===== src/rtl/hid_keycode_rx.sv =====
// HID boot-protocol keyboard report receiver.
// Collects an 8-byte report, filters phantom/short/long/stalled reports.
module hid_keycode_rx #(
    parameter int TIMEOUT_CYCLES = 1023
) (
    input  logic       Clk,
    input  logic       Reset,
    input  logic [7:0] byte_in,
    input  logic       byte_valid,
    input  logic       byte_last,
    output logic       byte_ready,
    output logic [7:0] keycode_0,
    output logic [7:0] keycode_1,
    output logic [7:0] keycode_2,
    output logic [7:0] keycode_3,
    output logic [7:0] modifier,
    output logic       report_strobe,
    output logic       report_err
);

    localparam logic [1:0] IDLE    = 2'd0;
    localparam logic [1:0] COLLECT = 2'd1;
    localparam logic [1:0] DRAIN   = 2'd2;
    localparam logic [1:0] REPORT  = 2'd3;

    localparam int TW = (TIMEOUT_CYCLES < 2) ? 1 : $clog2(TIMEOUT_CYCLES + 1);

    logic [1:0]    state;
    logic [2:0]    idx;
    logic [TW-1:0] tcnt;
    logic [7:0]    sh_mod;
    logic [7:0]    sh_k0;
    logic [7:0]    sh_k1;
    logic [7:0]    sh_k2;
    logic [7:0]    sh_k3;

    logic accept;
    logic waiting;
    logic timeout;
    logic phantom;

    assign byte_ready = (state != REPORT);
    assign accept     = byte_valid & byte_ready;
    assign waiting    = (state == COLLECT) || (state == DRAIN);
    assign timeout    = waiting && (tcnt == TW'(TIMEOUT_CYCLES));

    // Keyboard rollover: every slot reports ErrorRollOver.
    assign phantom = (sh_k0 == 8'h01) && (sh_k1 == 8'h01) &&
                     (sh_k2 == 8'h01) && (sh_k3 == 8'h01);

    always_ff @(posedge Clk or negedge Reset) begin
        if (!Reset) begin
            state         <= IDLE;
            idx           <= 3'd0;
            tcnt          <= '0;
            sh_mod        <= 8'h00;
            sh_k0         <= 8'h00;
            sh_k1         <= 8'h00;
            sh_k2         <= 8'h00;
            sh_k3         <= 8'h00;
            modifier      <= 8'h00;
            keycode_0     <= 8'h00;
            keycode_1     <= 8'h00;
            keycode_2     <= 8'h00;
            keycode_3     <= 8'h00;
            report_strobe <= 1'b0;
            report_err    <= 1'b0;
        end else begin
            report_strobe <= 1'b0;
            report_err    <= 1'b0;
            if (timeout) begin
                // A byte landing on the abort cycle opens a fresh report.
                report_err <= 1'b1;
                tcnt       <= '0;
                if (accept && !byte_last) begin
                    sh_mod <= byte_in;
                    idx    <= 3'd1;
                    state  <= COLLECT;
                end else begin
                    if (accept) begin
                        sh_mod <= byte_in;
                    end
                    idx   <= 3'd0;
                    state <= IDLE;
                end
            end else begin
                unique case (state)
                    IDLE: begin
                        tcnt <= '0;
                        if (accept) begin
                            sh_mod <= byte_in;
                            if (byte_last) begin
                                report_err <= 1'b1;
                                idx        <= 3'd0;
                            end else begin
                                idx   <= 3'd1;
                                state <= COLLECT;
                            end
                        end
                    end
                    COLLECT: begin
                        if (accept) begin
                            tcnt <= '0;
                            idx  <= idx + 3'd1;
                            case (idx)
                                3'd2:    sh_k0 <= byte_in;
                                3'd3:    sh_k1 <= byte_in;
                                3'd4:    sh_k2 <= byte_in;
                                3'd5:    sh_k3 <= byte_in;
                                default: ;
                            endcase
                            if (byte_last) begin
                                idx <= 3'd0;
                                if (idx == 3'd7) begin
                                    state <= REPORT;
                                end else begin
                                    report_err <= 1'b1;
                                    state      <= IDLE;
                                end
                            end else if (idx == 3'd7) begin
                                state <= DRAIN;
                            end
                        end else begin
                            tcnt <= tcnt + TW'(1);
                        end
                    end
                    DRAIN: begin
                        if (accept) begin
                            tcnt <= '0;
                            if (byte_last) begin
                                report_err <= 1'b1;
                                idx        <= 3'd0;
                                state      <= IDLE;
                            end
                        end else begin
                            tcnt <= tcnt + TW'(1);
                        end
                    end
                    REPORT: begin
                        if (phantom) begin
                            report_err <= 1'b1;
                        end else begin
                            modifier      <= sh_mod;
                            keycode_0     <= sh_k0;
                            keycode_1     <= sh_k1;
                            keycode_2     <= sh_k2;
                            keycode_3     <= sh_k3;
                            report_strobe <= 1'b1;
                        end
                        tcnt  <= '0;
                        idx   <= 3'd0;
                        state <= IDLE;
                    end
                    default: begin
                        state <= IDLE;
                    end
                endcase
            end
        end
    end

endmodule


===== config.mk =====
export PLATFORM = sky130hd
export DESIGN_NAME = hid_keycode_rx
export DESIGN_NICKNAME = d
export VERILOG_FILES = /design/src/rtl/hid_keycode_rx.sv
export SDC_FILE = /design/constraint.sdc
export NUM_CORES = 1
export LEC_CHECK = 0
export ABC_AREA = 1
export ABC_CLOCK_PERIOD_IN_PS = 3400
export BUFFER_PORTS_ARGS = -buffer_cell sky130_fd_sc_hd__buf_2
export CORE_UTILIZATION = 60
export CTS_BUF_LIST = sky130_fd_sc_hd__clkbuf_8 sky130_fd_sc_hd__clkbuf_16
export DETAILED_ROUTE_END_ITERATION = 6
export GPL_ROUTABILITY_DRIVEN = 0
export PLACE_DENSITY = 0.86
export SLEW_MARGIN = 15
export SYNTH_ARGS = -nofsm -noshare
export SYNTH_HDL_FRONTEND = slang
export SYNTH_SLANG_ARGS = --single-unit

===== constraint.sdc =====
create_clock -name Clk -period 3.4 [get_ports Clk]
set_input_delay 0 -clock Clk [delete_from_list [all_inputs] [get_ports Clk]]
set_output_delay 0 -clock Clk [all_outputs]
set_load 0.005 [all_outputs]

; ---- Yosys cells after proc, flatten, opt, wreduce, memory -nomap -nowiden
; Index checks and enable logic that the tools add are counted.
[op_classes]
shift = 0
n_eq_ne = 20
mul = 0
div_mod_pow = 0
mux = 38
reduce_logical = 19
addsub = 2
order_cmp = 0
bitwise_logic = 3
[op_table]
columns = op, count
row1 = "8-bit by 1-bit == test with 1-bit output, second input constant", 4
row2 = 8-bit 2-to-1 mux, 4
row3 = 10-bit 2-to-1 mux, 2
row4 = 10-bit case mux with 2 select lines, 1
row5 = 4-bit AND reduction, 5
row6 = 2-bit 2-to-1 mux, 9
row7 = 3-bit 2-to-1 mux, 6
row8 = "3-bit != test, second input constant", 5
row9 = 1-bit 2-to-1 mux, 13
row10 = 3-bit case mux with 4 select lines, 1
row11 = "10-bit by 1-bit adder with 10-bit output, second input constant", 1
row12 = "10-bit == test, second input constant", 1
row13 = "3-bit == test, second input constant", 3
row14 = 2-bit case mux with 4 select lines, 1
row15 = "3-bit by 2-bit == test with 1-bit output, second input constant", 2
row16 = 6-bit AND reduction, 1
row17 = 2-bit OR reduction, 3
row18 = 1-bit logical AND, 5
row19 = "2-bit == test, second input constant", 2
row20 = "4-bit by 3-bit != test with 1-bit output, second input constant", 1
row21 = "3-bit by 1-bit adder with 3-bit output, second input constant", 1
row22 = 1-bit case mux with 3 select lines, 1
row23 = 3-bit AND reduction, 1
row24 = "2-bit by 1-bit == test with 1-bit output, second input constant", 1
row25 = other kinds (7), 8
[word_totals]
n_memories = 0
mem_bits_ro = 0
ramBits = 0
output_inout_bits = 43
latchBits = 0
regBits = 97
elab_cells = 97

; ---- Longest topological paths before layout
; Gate-level depths: netlist of run 1.
[logic_depth]
ltp_word = 7
depth_mapped = 11

; ---- Worst setup path before layout of run 1
; OpenSTA, ideal clock, no wires.
[synth_timing]
kind = reg-to-reg
start = register state[0]
end = register sh_k1[5]
t_required_ps = 3326
path_buffers = 2
arrival_ps = 1573
slack_ps = 1753
stages_incl_launch_ff = 12
setup_time_ps = 74
path_cell_list = dfrtp_1 inv_1 ha_1 nand2_1 inv_1 nand4_2 buf_6 nand2_8 nor2_4 buf_8 nand2_1 o21ai_2
[synth_between]
elab_chain_len = 5
elab_cells_between_ends = 8
cone_classes = eq/ne (3) / bitwise (2) / reduce/logical (3)
[synth_lines]
columns = item, line_no
row1 = start: declaration, 28  ; logic [1:0] state;
row2 = start signal: assignment, 53  ; state <= IDLE;
row3 = start signal: assignment, 78  ; state <= COLLECT;
row4 = start signal: assignment, 84  ; state <= IDLE;
row5 = 2-bit by 1-bit == test with 1-bit output / 2-bit == test (equally long branches), "44, 87"
row6 = 1-bit logical OR, 44  ; assign waiting = (state == COLLECT) || (state == DRAIN);
row7 = 1-bit logical AND, 45  ; assign timeout = waiting && (tcnt == TW'(TIMEOUT_CYCLES));
row8 = 1-bit NOT (no line), -
row9 = 4-bit AND reduction (no line) (*), -
row10 = end signal: assignment, 107  ; 3'd3: sh_k1 <= byte_in;
row11 = end: declaration, 33  ; logic [7:0] sh_k1;
; Every way passes the cells marked *; elsewhere a longest branch is shown, timed or not.
; A chain may end at the register's enable or synchronous reset.

; ---- Final worst setup path of run 1
[layout_timing]
start = register state[0]
end = register keycode_3[3]
[layout_between]
elab_chain_len = 5
elab_cells_between_ends = 7
cone_classes = eq/ne (3) / bitwise (1) / reduce/logical (3)
[layout_lines]
columns = item, line_no
row1 = 2-bit by 1-bit == test with 1-bit output / 2-bit == test (equally long branches), 44
row2 = 1-bit logical OR, 44
row3 = 1-bit logical AND, 45
row4 = 1-bit NOT (no line), -
row5 = 3-bit AND reduction (no line) (*), -
row6 = end signal: assignment, 147  ; keycode_3 <= sh_k3;
row7 = end: declaration, 15  ; output logic [7:0] keycode_3,
; Marks and branches as above.

==> implementation parameters, run 1 <==
Parameter                              Value

Power
  Peak VDD IR    about 350 uV
  Leakage Power    around 2.6 nW
  Power density relative to cell area    a little over 700 mW/mm^2
  Overall Power    approximately 3.6 mW

Yosys
  Area share of the leading cell type in the synthesized netlist    0.549
  Synthesized-area fraction occupied by adder cells    0.0311
  Post-Synthesis Cells    ~500
  Synth area leaders    sky130_fd_sc_hd__dfrtp_1 (55%), sky130_fd_sc_hd__nand2_1 (13%), sky130_fd_sc_hd__nand3_1 (7.1%), sky130_fd_sc_hd__o21ai_2 (4.2%), sky130_fd_sc_hd__inv_1 (3.5%)
  Largest family of logic cells by synthesized area    simple AND/OR/NAND/NOR gates
  Multiplexer area fraction after synthesis    0
  Net Count, Synth    510
  Complex-gate fraction of the synthesized area    0.0631
  Flip-flop and latch count after synthesis    97
  Average instance area after synthesis    between 9 and 10 sq um
  Number of synthesis warnings    0
  Count of distinct cell types in the synthesized netlist    32
  Most area-hungry cell type in the Yosys netlist    sky130_fd_sc_hd__dfrtp_1
  Post-Synth Simple-Gate Area    0.284
  Xor and xnor area share after synthesis    0.00792
  Post-synthesis sequential area ratio    0.549
  Mapped Area    around 0.0044 sq mm

Global routing
  Number of global-route vias before repair    ~3100
  Number of antenna violations at the first check in global routing    0
  Total gr overflow    0
  Overall track demand over capacity in global routing    0.257
  Largest net degree at the start of global routing    74
  Global-route wire length before repair    14.9 mm

Detailed routing
  Drc violations    0
  Aggregate routed wire length    slightly below 9 mm
  Average detailed-routed wire length per instance    approximately 14 um
  Top Metal Used    met4
  Per-cell via count in the routed design    5.37
  Total number of vias    between 3000 and 4000
  Wire length on met2    ~4.3 mm
  Met1 wire length    just under 4 mm
  First-pass iteration count of the detailed router    5
  Routed Antenna Nets    0
  Starting DRT DRC Count    just over 200
  DR WL met3    463 um

Run status
  Result of the run    completed

CTS
  CTS tree    built
  Maximum level of the CTS H-tree    3
  Total clock buffers created by CTS    9
  Master cell of the clock root buffer    sky130_fd_sc_hd__clkbuf_8
  Clock Sink Count    97
  Maximum root-to-sink buffer count    2
  Buffers inserted by post-CTS timing repair    0
  Clock transition at the registers of the reported paths    ~0.090 ns
  Clock insertion delay at the later pin of the skew report    0.37 ns

Die
  Starting utilization of the core area    0.637
  Number of rows in the core area    30
  Die Y    ~90 um
  Die span in x    approximately 90 um
  Placeable core region    0.00694 sq mm
  Floorplan die area    around 0.0077 sq mm
  I/O Pins    55

Worst setup path
  Crit start category    flip-flop
  Worst Setup End Kind    flip-flop
  Critical Path Fanout Max    about 40
  Number of cell instances on the worst register-to-register path    11
  R2R Setup Slk    0.70 ns
  Reg-to-reg endpoint    keycode_3[3]
  Source of the worst register-to-register timing path    state[0]
  Critical path class    flip-flop to flip-flop
  Arrival time worst endpoint    2.95 ns
  Data required time at the worst endpoint    between 3 and 4 ns

Timing
  Least setup slack across all paths after layout    0.700 ns
  Min Hold Slack    between 0.08 and 0.09 ns
  Max-slew headroom    0.405
  Post-Route Skew    0.0100 ns
  Setup Total Neg Slack    0 ns
  Period utilization    0.794
  Achievable clock frequency    about 0.37 GHz
  RSZ-0062 raised after global routing    no
  Final count of hold timing violations    0
  Final Critical Period    between 2 and 3 ns
  Actual transition at the worst max-transition pin    slightly below 0.9 ns
  Total setup violations reported at the end of the flow    0
  Final Max Tran Viols    0

Placed design
  Placed insts    about 620
  Placed wire-length estimate after detailed placement    approximately 6 mm
  Placement-stage worst setup slack    between 0.7 and 0.8 ns
  I/O Buffers    54
  Placed inst area    0.00471 sq mm

Flow run
  Maximum Capacitance Violations    0

Hold path
  Endpoint, Worst Hold    idx[2]
  Source of the worst hold timing path    byte_valid
  Classification of the worst-slack hold path    primary input to flip-flop
  Worst hold path cell count    5

Layout
  Final cell count without fillers    around 650
  Register containing the most flip-flops in the final layout    tcnt
  Final net count    between 500 and 600
  Final-layout fill cell count    a little over 500
  Most common cell after layout, fill and taps aside    sky130_fd_sc_hd__nand2_1
  Post-layout instance area    about 0.005 sq mm
  Ratio of cells with drive above 1 in the final layout    0.206
  Count of inserted antenna diode cells    0
  Top library cells by usage in the layout, fill and taps aside    sky130_fd_sc_hd__nand2_1 (158), sky130_fd_sc_hd__dfrtp_1 (97), sky130_fd_sc_hd__nand3_1 (63), sky130_fd_sc_hd__buf_2 (53), sky130_fd_sc_hd__inv_1 (42)
  Util after Layout    0.719
  Flip-flop count of the largest register after layout    10
  Area growth syn-to-layout    12.9%
-- metal layers --
metal	vias up	track usage
li1	1683	-
met5	-	0
met1	1665	0.345
met4	0	0.0939
met3	20	0.0660
met2	119	0.408
-- worst max path at each step --
stage | depth (start not counted) | startpoint | endpoint | slack (ns)
after floorplan | 11 | state[0] | sh_k1[5] | 1.75
after global placement | 11 | state[0] | keycode_2[4] | 0.85
after detailed placement | 11 | state[0] | keycode_0[5] | 0.73
after CTS | 11 | state[0] | modifier[1] | 0.71
after global routing | 11 | state[0] | keycode_1[1] | 0.42
final | 11 | state[0] | keycode_3[3] | 0.70
-- critical path: stages, from the launching register on --
cell	delay, ns
sky130_fd_sc_hd__dfrtp_1	0.40
sky130_fd_sc_hd__inv_1	0.08
sky130_fd_sc_hd__ha_1	0.32
sky130_fd_sc_hd__nand2_1	0.07
sky130_fd_sc_hd__inv_1	0.04
sky130_fd_sc_hd__nand4_2	0.29
sky130_fd_sc_hd__inv_2	0.12
sky130_fd_sc_hd__nor2_2	0.09
sky130_fd_sc_hd__buf_4	0.38
sky130_fd_sc_hd__nand2_2	0.52
sky130_fd_sc_hd__nand2_1	0.18
sky130_fd_sc_hd__nand2_1	0.08
-- power breakdown --
group          leakage [nW]  total (mW)  internal, mW  switching (mW)
Clock                0.0899       0.689         0.287           0.403
Sequential             1.17        1.73          1.52           0.211
Combinational          1.38        1.17         0.472           0.700
Total                  2.65        3.59          2.28            1.31
-- synthesized netlist by cell type --
cell                         n
sky130_fd_sc_hd__buf_2       5
sky130_fd_sc_hd__nor3_1      6
sky130_fd_sc_hd__xnor2_1     2
sky130_fd_sc_hd__xor2_1      2
sky130_fd_sc_hd__nor2_2      4
sky130_fd_sc_hd__nand3_2     2
sky130_fd_sc_hd__o31ai_1     1
sky130_fd_sc_hd__buf_8       3
sky130_fd_sc_hd__nand2_8     1
sky130_fd_sc_hd__nor4_1      1
sky130_fd_sc_hd__nand4_2     1
sky130_fd_sc_hd__buf_6       1
sky130_fd_sc_hd__inv_1      41
sky130_fd_sc_hd__o21ai_0     8
sky130_fd_sc_hd__nand2_1   158
sky130_fd_sc_hd__dfrtp_1    97
sky130_fd_sc_hd__clkbuf_1    4
sky130_fd_sc_hd__nor2_4      3
sky130_fd_sc_hd__nand4_1     9
sky130_fd_sc_hd__o21a_1      3
sky130_fd_sc_hd__nand2_2     5
sky130_fd_sc_hd__inv_2       2
sky130_fd_sc_hd__nand2_4     2
sky130_fd_sc_hd__nand3_1    63
sky130_fd_sc_hd__o21ai_2    21
sky130_fd_sc_hd__nor3b_1     1
sky130_fd_sc_hd__o21ai_1     1
sky130_fd_sc_hd__buf_4       4
sky130_fd_sc_hd__nor2_1     20
sky130_fd_sc_hd__ha_1       11
sky130_fd_sc_hd__or2_2       1
sky130_fd_sc_hd__a21oi_1     4
-- layout make-up --
| class | count | area [sq um] | area share |
|---|---|---|---|
| clock buffers | 10 | 138 | 0.0276 |
| clock inverters | 6 | 45.0 | 0.00902 |
| inverters | 43 | 161 | 0.0323 |
| multi-input cells | 330 | 1710 | 0.342 |
| flip-flops and latches | 97 | 2430 | 0.486 |
| well taps | 96 | 120 | 0.0241 |
| repair buffers | 67 | 395 | 0.0792 |
-- kinds of logic (layout without fill, tap and decap cells) --
| logic type | count (synthesis) | count (layout) |
|---|---|---|
| compound gates | 38 | 38 |
| xor+xnor | 4 | 4 |
| fa+ha+maj | 11 | 11 |
| buf+inv | 60 | 126 |
| flops | 97 | 97 |
| simple gates | 277 | 277 |
-- repair_timing --
item                                    CTS  global route
resized for setup                         0             0
endpoints found under the setup margin    0             0
hold buffers                             10             0
hold endpoints to repair                109             0
No activity file was read; power rests on OpenSTA's default activity.
==> run 2: changes to the inputs <==
- ABC_AREA: 1 -> 0
- ABC_CLOCK_PERIOD_IN_PS: 3400 -> 2700
- CORE_UTILIZATION: 60 -> 57
- PLACE_DENSITY: 0.86 -> 0.83
- clock period: 3.4 -> 2.7 ns (I/O delays scaled with it)
==> run 2 against run 1 <==
Routed wire length down 15%; global-route usage down 3.2 points; synthesized area down 7.8%; total power down 4.4%; worst setup slack worse by 0.26 ns; clock power up 34%; worst hold slack worse by 0.067 ns; die area down 2.9%; sequential share of layout area up 2.6 points.
==> implementation parameters, run 2 <==
Parameter                              Value

Timing
  Total setup violations reported at the end of the flow    0 (unchanged)
  Actual transition at the worst max-transition pin    0.750 ns (-0.142 ns)
  RSZ-0062 raised after global routing    no
  Setup Total Neg Slack    0 ns (unchanged)
  Achievable clock frequency    0.442 GHz (+19%)
  Post-Route Skew    0.0175 ns (+0.00748 ns)
  Final count of hold timing violations    0 (unchanged)
  Min Hold Slack    0.0183 ns (-0.0670 ns)
  Max-slew headroom    0.500 (+0.0949)
  Least setup slack across all paths after layout    0.439 ns (-0.261 ns)
  Period utilization    0.838 (+0.0433)
  Final Max Tran Viols    0 (unchanged)
  Final Critical Period    2.26 ns (-0.439 ns)

Layout
  Area growth syn-to-layout    16.2%
  Top library cells by usage in the layout, fill and taps aside    sky130_fd_sc_hd__dfrtp_1 (97), sky130_fd_sc_hd__mux2_2 (78), sky130_fd_sc_hd__buf_2 (53), sky130_fd_sc_hd__nor2_1 (18), sky130_fd_sc_hd__ha_1 (11)
  Ratio of cells with drive above 1 in the final layout    0.450 (+0.244)
  Final net count    378 (-34%)
  Final cell count without fillers    456 (-30%)
  Register containing the most flip-flops in the final layout    tcnt
  Area of the multi-input gates    0.00157 sq mm (-7.8%)
  Flip-flop count of the largest register after layout    10 (unchanged)
  Final-layout fill cell count    485 (-6.6%)
  Most common cell after layout, fill and taps aside    sky130_fd_sc_hd__dfrtp_1
  Count of inserted antenna diode cells    0 (unchanged)
  Util after Layout    0.693 (-0.0257)
  Sequential standard cell area    0.00243 sq mm (unchanged)

Detailed routing
  Aggregate routed wire length    7.64 mm (-15%)
  Total number of vias    2494 (-28%)
  Routed Antenna Nets    0 (unchanged)
  First-pass iteration count of the detailed router    4 (-1)
  Per-cell via count in the routed design    5.47 (+1.8%)
  Average detailed-routed wire length per instance    16.8 um (+22%)
  Drc violations    0 (unchanged)
  Starting DRT DRC Count    97 (-53%)

Worst setup path
  Last element of the critical path    sh_mod[0]
  Critical path class    flip-flop to flip-flop
  Source of the worst register-to-register timing path    state[1]
  Critical Path Fanout Max    12 (-71%)
  Cells along the critical path    inv_1, ha_1, nand3_1, nor3_4, o21a_1, mux2_2
  Data required time at the worst endpoint    2.95 ns (-0.70 ns)
  Reg-to-reg endpoint    sh_mod[0]
  Crit start category    flip-flop
  Highest-delay cell along the critical path    sky130_fd_sc_hd__nor3_4
  Arrival time worst endpoint    2.51 ns (-0.44 ns)
  Number of stages on the worst setup path    6 (-5)
  Number of buffers and inverters on the critical path    1 (-3)
  Worst Setup End Kind    flip-flop
  R2R Setup Slk    0.44 ns (-0.26 ns)
  Category of cells accounting for the largest share of critical-path delay    simple AND/OR/NAND/NOR gates
  Biggest cell delay along the critical path    0.44 ns (-0.08 ns)
  Launching element of the worst setup path    state[1]
  Number of cell instances on the worst register-to-register path    6 (-5)

CTS
  Clock transition at the registers of the reported paths    0.10 ns (about the same)
  CTS tree    built
  Total clock buffers created by CTS    9 (unchanged)
  Master cell of the clock root buffer    sky130_fd_sc_hd__clkbuf_8
  Maximum root-to-sink buffer count    2 (unchanged)
  Maximum level of the CTS H-tree    3 (unchanged)
  Clock insertion delay at the later pin of the skew report    0.36 ns (about the same)
  Clock Sink Count    97 (unchanged)
  Total of cells resized after clock tree synthesis    0 (unchanged)

Die
  Number of rows in the core area    30 (unchanged)
  Die span in x    86.6 um (-1.5%)
  Die Y    86.6 um (-1.5%)
  Floorplan die area    0.00749 sq mm (-2.9%)
  Placeable core region    0.00683 sq mm (-1.6%)
  I/O Pins    55 (unchanged)
  Starting utilization of the core area    0.597 (-0.0402)

Power
  Fraction of power consumed by the clock network    0.269 (+0.077)
  Sw Ratio    0.298 (-0.0673)
  Leakage Power    2.45 nW (-7.7%)
  Peak VDD IR    433 uV (+22%)
  Combinational group share of total power    0.187 (-0.139)
  Power density relative to cell area    725 mW/mm^2 (+0.78%)
  Seq pwr share    0.545 (+0.063)
  Cell internal power dissipation    2.41 mW (+5.7%)
  Reported net switching power    1.02 mW (-22%)

Yosys
  Dominant cell by count in the synthesized netlist    sky130_fd_sc_hd__dfrtp_1
  Area share of the leading cell type in the synthesized netlist    0.596 (+0.0467)
  Most used standard cells in the synthesized netlist    sky130_fd_sc_hd__dfrtp_1 (97), sky130_fd_sc_hd__mux2_2 (78), sky130_fd_sc_hd__nor2_1 (18)
  Mapped Area    0.00408 sq mm (-7.8%)
  Count of distinct cell types in the synthesized netlist    38 (+19%)
  Flip-flop and latch count after synthesis    97 (unchanged)
  Ys flop type    sky130_fd_sc_hd__dfrtp_1
  Most area-hungry cell type in the Yosys netlist    sky130_fd_sc_hd__dfrtp_1
  Synth area leaders    sky130_fd_sc_hd__dfrtp_1 (60%), sky130_fd_sc_hd__mux2_2 (22%), sky130_fd_sc_hd__ha_1 (3.4%), sky130_fd_sc_hd__nor2_1 (1.7%), sky130_fd_sc_hd__a21oi_1 (0.86%)
  Async set-reset flop share out of synthesis    1.00 (unchanged)
  Post-synthesis sequential area ratio    0.596 (+0.0467)
  Number of synthesis warnings    0 (unchanged)
  Number of enable-type register cells in the synthesized netlist    0 (unchanged)
  Average instance area after synthesis    14.2 sq um (+56%)
  Post-Synthesis Cells    287 (-41%)
  Net Count, Synth    310 (-39%)

Placed design
  Placement-stage worst setup slack    0.471 ns (-0.259 ns)
  Placed insts    432 (-31%)
  Placed wire-length estimate after detailed placement    5.32 mm (-13%)
  I/O Buffers    54 (unchanged)

Global routing
  Number of global-route vias before repair    2519 (-19%)
  Overall track demand over capacity in global routing    0.226 (-0.0315)
  Number of antenna violations at the first check in global routing    0 (unchanged)
  Global-route wire length before repair    12.6 mm (-15%)
  Largest net degree at the start of global routing    62 (-16%)
  Total gr overflow    0 (unchanged)

Flow run
  Maximum Capacitance Violations    0 (unchanged)

Hold path
  Classification of the worst-slack hold path    primary input to flip-flop

Run status
  Result of the run    completed
## run 2: timing repair
action,in CTS,in global routing
setup buffers,0,0
hold buffers,8,0
hold endpoints to repair,90,0
## run 2: kinds of logic after synthesis
group                    after synthesis  synth area share
adder cells (fa/ha/maj)               11            0.0338
XOR/XNOR                               8            0.0172
AND/OR/NAND/NOR                       56            0.0826
multiplexers                          80             0.221
AO/OA/AOI/OAI                         17            0.0298
buffers and inverters                 18            0.0200
flip-flops                            97             0.596
## run 2: how the worst min path moves through the flow
stage / startpoint / depth (start not counted) / to / slack [ns]
floorplan: Reset / 0 / idx[0] / -0.30
global placement: Reset / 1 / report_err / 0.12
detailed placement: Reset / 1 / report_err / 0.12
CTS: byte_in[2] / 2 / sh_k1[2] / 0.0005
global route: byte_in[2] / 2 / sh_k1[2] / 0.002
finish: byte_in[2] / 2 / sh_k1[2] / 0.02
## run 2: area by class of cell
type / count / share of cell area
clock buffer: 10 / 0.0291
clock inverter: 6 / 0.0132
inverter: 9 / 0.00713
multi-input combinational: 172 / 0.332
sequential: 97 / 0.512
tap: 96 / 0.0254
timing repair buffer: 66 / 0.0808
## run 2: routing by layer
metal | part of all wire | track usage | up-vias
met5 | 0 | 0 | -
met4 | 0.016 | 0.100 | 0
met3 | 0.036 | 0.0305 | 10
met2 | 0.49 | 0.364 | 57
met1 | 0.46 | 0.310 | 1261
li1 | - | - | 1166
## run 2: power by group through the flow
stage	sequential [mW]	combinational (mW)	clock, mW
after floorplan	1.84	0.467	0
after global placement	1.88	0.601	0
after detailed placement	1.90	0.635	0
after CTS	1.87	0.647	0.939
after global routing	1.90	0.702	1.01
final	1.87	0.641	0.923
## run 2: stage by stage
| step | power [mW] | instance area (sq um) |
|---|---|---|
| final | 3.44 | 4740 |
| after global routing | 3.61 | 4740 |
| after CTS | 3.46 | 4740 |
| after detailed placement | 2.53 | 4460 |
| after global placement | 2.48 | 4460 |
| after floorplan | 2.30 | 4080 |
## run 2: worst reg2reg max path, delay by kind of cell, from the launching register on
family | cells | cell delay, ns
DFF | 1 | 0.39
AOI/OAI and AO/OA | 1 | 0.42
adders and majority gates | 1 | 0.30
and+or+nand+nor | 2 | 0.55
muxes | 1 | 0.39
buffers and inverters | 1 | 0.10
==> run 3: changes to the inputs <==
- ABC_CLOCK_PERIOD_IN_PS: 2700 -> 2150
- clock period: 2.7 -> 2.15 ns (I/O delays scaled with it)
==> run 3 against run 2 <==
First-iteration DRC count increased by 26%; final area increased by 1.7%; count of clock-buffer cells in the layout unchanged; combinational power increased by 26%; clock power increased by 42%; total power increased by 31%; utilization increased by 1.2 points; sequential share of layout area decreased by 0.88 points; clock skew decreased by 0.0055 ns; via count increased by 0.48%; critical endpoint is now keycode_3[1].
==> implementation parameters, run 3 (synthesized netlist as in run 2, its figures left out) <==
Parameter                              Value

Flow run
  Maximum Capacitance Violations    0 (unchanged)

Power
  Power density relative to cell area    931 mW/mm^2 (+28%)
  Leakage Power    2.49 nW (+1.6%)
  Overall Power    4.49 mW (+31%)
  Peak VDD IR    581 uV (+34%)

Global routing
  Number of global-route vias before repair    2530 (+0.44%)
  Global-route wire length before repair    12.6 mm (+0.39%)
  Total gr overflow    0 (unchanged)
  Number of antenna violations at the first check in global routing    0 (unchanged)
  Overall track demand over capacity in global routing    0.230 (+0.00398)
  Largest net degree at the start of global routing    46 (-26%)

CTS
  Total clock buffers created by CTS    9 (unchanged)
  Clock insertion delay at the later pin of the skew report    0.36 ns (about the same)
  Maximum root-to-sink buffer count    2 (unchanged)
  Maximum level of the CTS H-tree    3 (unchanged)
  Clock Sink Count    97 (unchanged)
  CTS tree    built
  Master cell of the clock root buffer    sky130_fd_sc_hd__clkbuf_8
  Clock transition at the registers of the reported paths    0.09 ns (about the same)

Die
  Number of rows in the core area    30 (unchanged)
  I/O Pins    55 (unchanged)
  Floorplan die area    0.00749 sq mm (unchanged)
  Die Y    86.6 um (unchanged)
  Placeable core region    0.00683 sq mm (unchanged)
  Starting utilization of the core area    0.597 (unchanged)
  Die span in x    86.6 um (unchanged)

Layout
  Area growth syn-to-layout    18.3%
  Flip-flop count of the largest register after layout    10 (unchanged)
  Final-layout fill cell count    483 (-0.41%)
  Most common cell after layout, fill and taps aside    sky130_fd_sc_hd__dfrtp_1
  Final net count    382 (+1.1%)
  Count of inserted antenna diode cells    0 (unchanged)
  Register containing the most flip-flops in the final layout    tcnt
  Top library cells by usage in the layout, fill and taps aside    sky130_fd_sc_hd__dfrtp_1 (97), sky130_fd_sc_hd__mux2_2 (78), sky130_fd_sc_hd__buf_2 (53), sky130_fd_sc_hd__nor2_1 (18), sky130_fd_sc_hd__ha_1 (11)
  Ratio of cells with drive above 1 in the final layout    0.455 (+0.00455)

Detailed routing
  Routed Antenna Nets    0 (unchanged)
  First-pass iteration count of the detailed router    4 (unchanged)
  Total number of vias    2506 (+0.48%)
  Starting DRT DRC Count    122 (+26%)
  Drc violations    0 (unchanged)
  Aggregate routed wire length    7.82 mm (+2.3%)
  Per-cell via count in the routed design    5.46 (-0.18%)
  Average detailed-routed wire length per instance    17.0 um (+1.6%)

Timing
  Min Hold Slack    0.0559 ns (+0.0376 ns)
  Post-Route Skew    0.0120 ns (-0.00547 ns)
  Achievable clock frequency    0.491 GHz (+11%)
  Period utilization    0.947 (+0.109)
  Final Critical Period    2.04 ns (-0.225 ns)
  RSZ-0062 raised after global routing    yes
  Total setup violations reported at the end of the flow    0 (unchanged)
  Actual transition at the worst max-transition pin    0.396 ns (-0.355 ns)
  Final Max Tran Viols    0 (unchanged)
  Max-slew headroom    0.733 (+0.233)
  Final count of hold timing violations    0 (unchanged)

Worst setup path
  Data required time at the worst endpoint    2.40 ns (-0.55 ns)
  Crit start category    flip-flop
  Cells along the critical path    nor4b_1, nand4_1, nor2_1, nor3_4, buf_12, mux2_1
  Worst Setup End Kind    flip-flop
  Arrival time worst endpoint    2.28 ns (-0.23 ns)
  Critical path class    flip-flop to flip-flop
  Biggest cell delay along the critical path    0.43 ns (about the same)
  Highest-delay cell along the critical path    sky130_fd_sc_hd__dfrtp_1
  Critical Path Fanout Max    41 (+29)

Placed design
  Placed wire-length estimate after detailed placement    5.31 mm (about the same)
  I/O Buffers    54 (unchanged)

Hold path
  Classification of the worst-slack hold path    primary input to flip-flop

Run status
  Result of the run    completed
## run 3: where the power goes
part,switching [mW],total [mW],internal (mW)
sequential,0.239,2.36,2.13
combinational,0.375,0.810,0.435
clock,0.623,1.31,0.691
## run 3: layout make-up
cell class                 count  area [sq um]  area share
clock buffer                  10           138      0.0286
inverter                       9          33.8     0.00701
timing repair buffer          70           440      0.0914
sequential                    97          2430       0.504
multi-input combinational    172          1570       0.327
clock inverter                 5          86.3      0.0179
tap                           96           120      0.0249
## run 3: per-layer routing
metal  up-vias  track usage  wire, um
met3        17       0.0533       276
li1       1170            -         -
met1      1258        0.304      3500
met2        61        0.362      3850
met5         -            0         0
met4         0        0.109       190
## run 3: stage by stage
stage / TNS, ns / setup WS, ns / utilization / instances / cell area, sq um
5_1_grt: -0.0625 / -0.0143 / 0.705 / 459 / 4820
2_1_floorplan: 0 / 0.299 / - / 287 / 4080
3_3_place_gp: 0 / 0.177 / 0.659 / 435 / 4500
6_report: 0 / 0.114 / 0.705 / 459 / 4820
4_1_cts: 0 / 0.0754 / 0.705 / 459 / 4820
3_5_place_dp: 0 / 0.0676 / 0.659 / 435 / 4500
## run 3: worst paths after layout
path	depth (start not counted)	slack, ns	startpoint	to
min in group asynchronous	2	0.09	Reset	keycode_3[5]
worst min register to register	1	0.49	keycode_3[5]	keycode_3[5]
worst max register to register	6	0.11	sh_k0[1]	keycode_3[1]
max in group asynchronous	3	1.38	Reset	tcnt[1]
worst min-delay path	3	0.06	byte_last	idx[0]
worst max-delay path	6	0.11	sh_k0[1]	keycode_3[1]
## run 3: repair_timing
item | CTS | global route
gates resized for setup | 0 | 1
endpoints found under the hold margin | 133 | 0
setup buffers | 0 | 0
hold buffers | 9 | 0
endpoints found under the setup margin | 0 | 10
## run 3: worst max-delay path: cells and delay by family, from the launching register on
| family | cells | cell delay [ns] |
|---|---|---|
| simple gates | 4 | 0.94 |
| buf+inv | 1 | 0.19 |
| mux | 1 | 0.33 |
| flops | 1 | 0.43 |
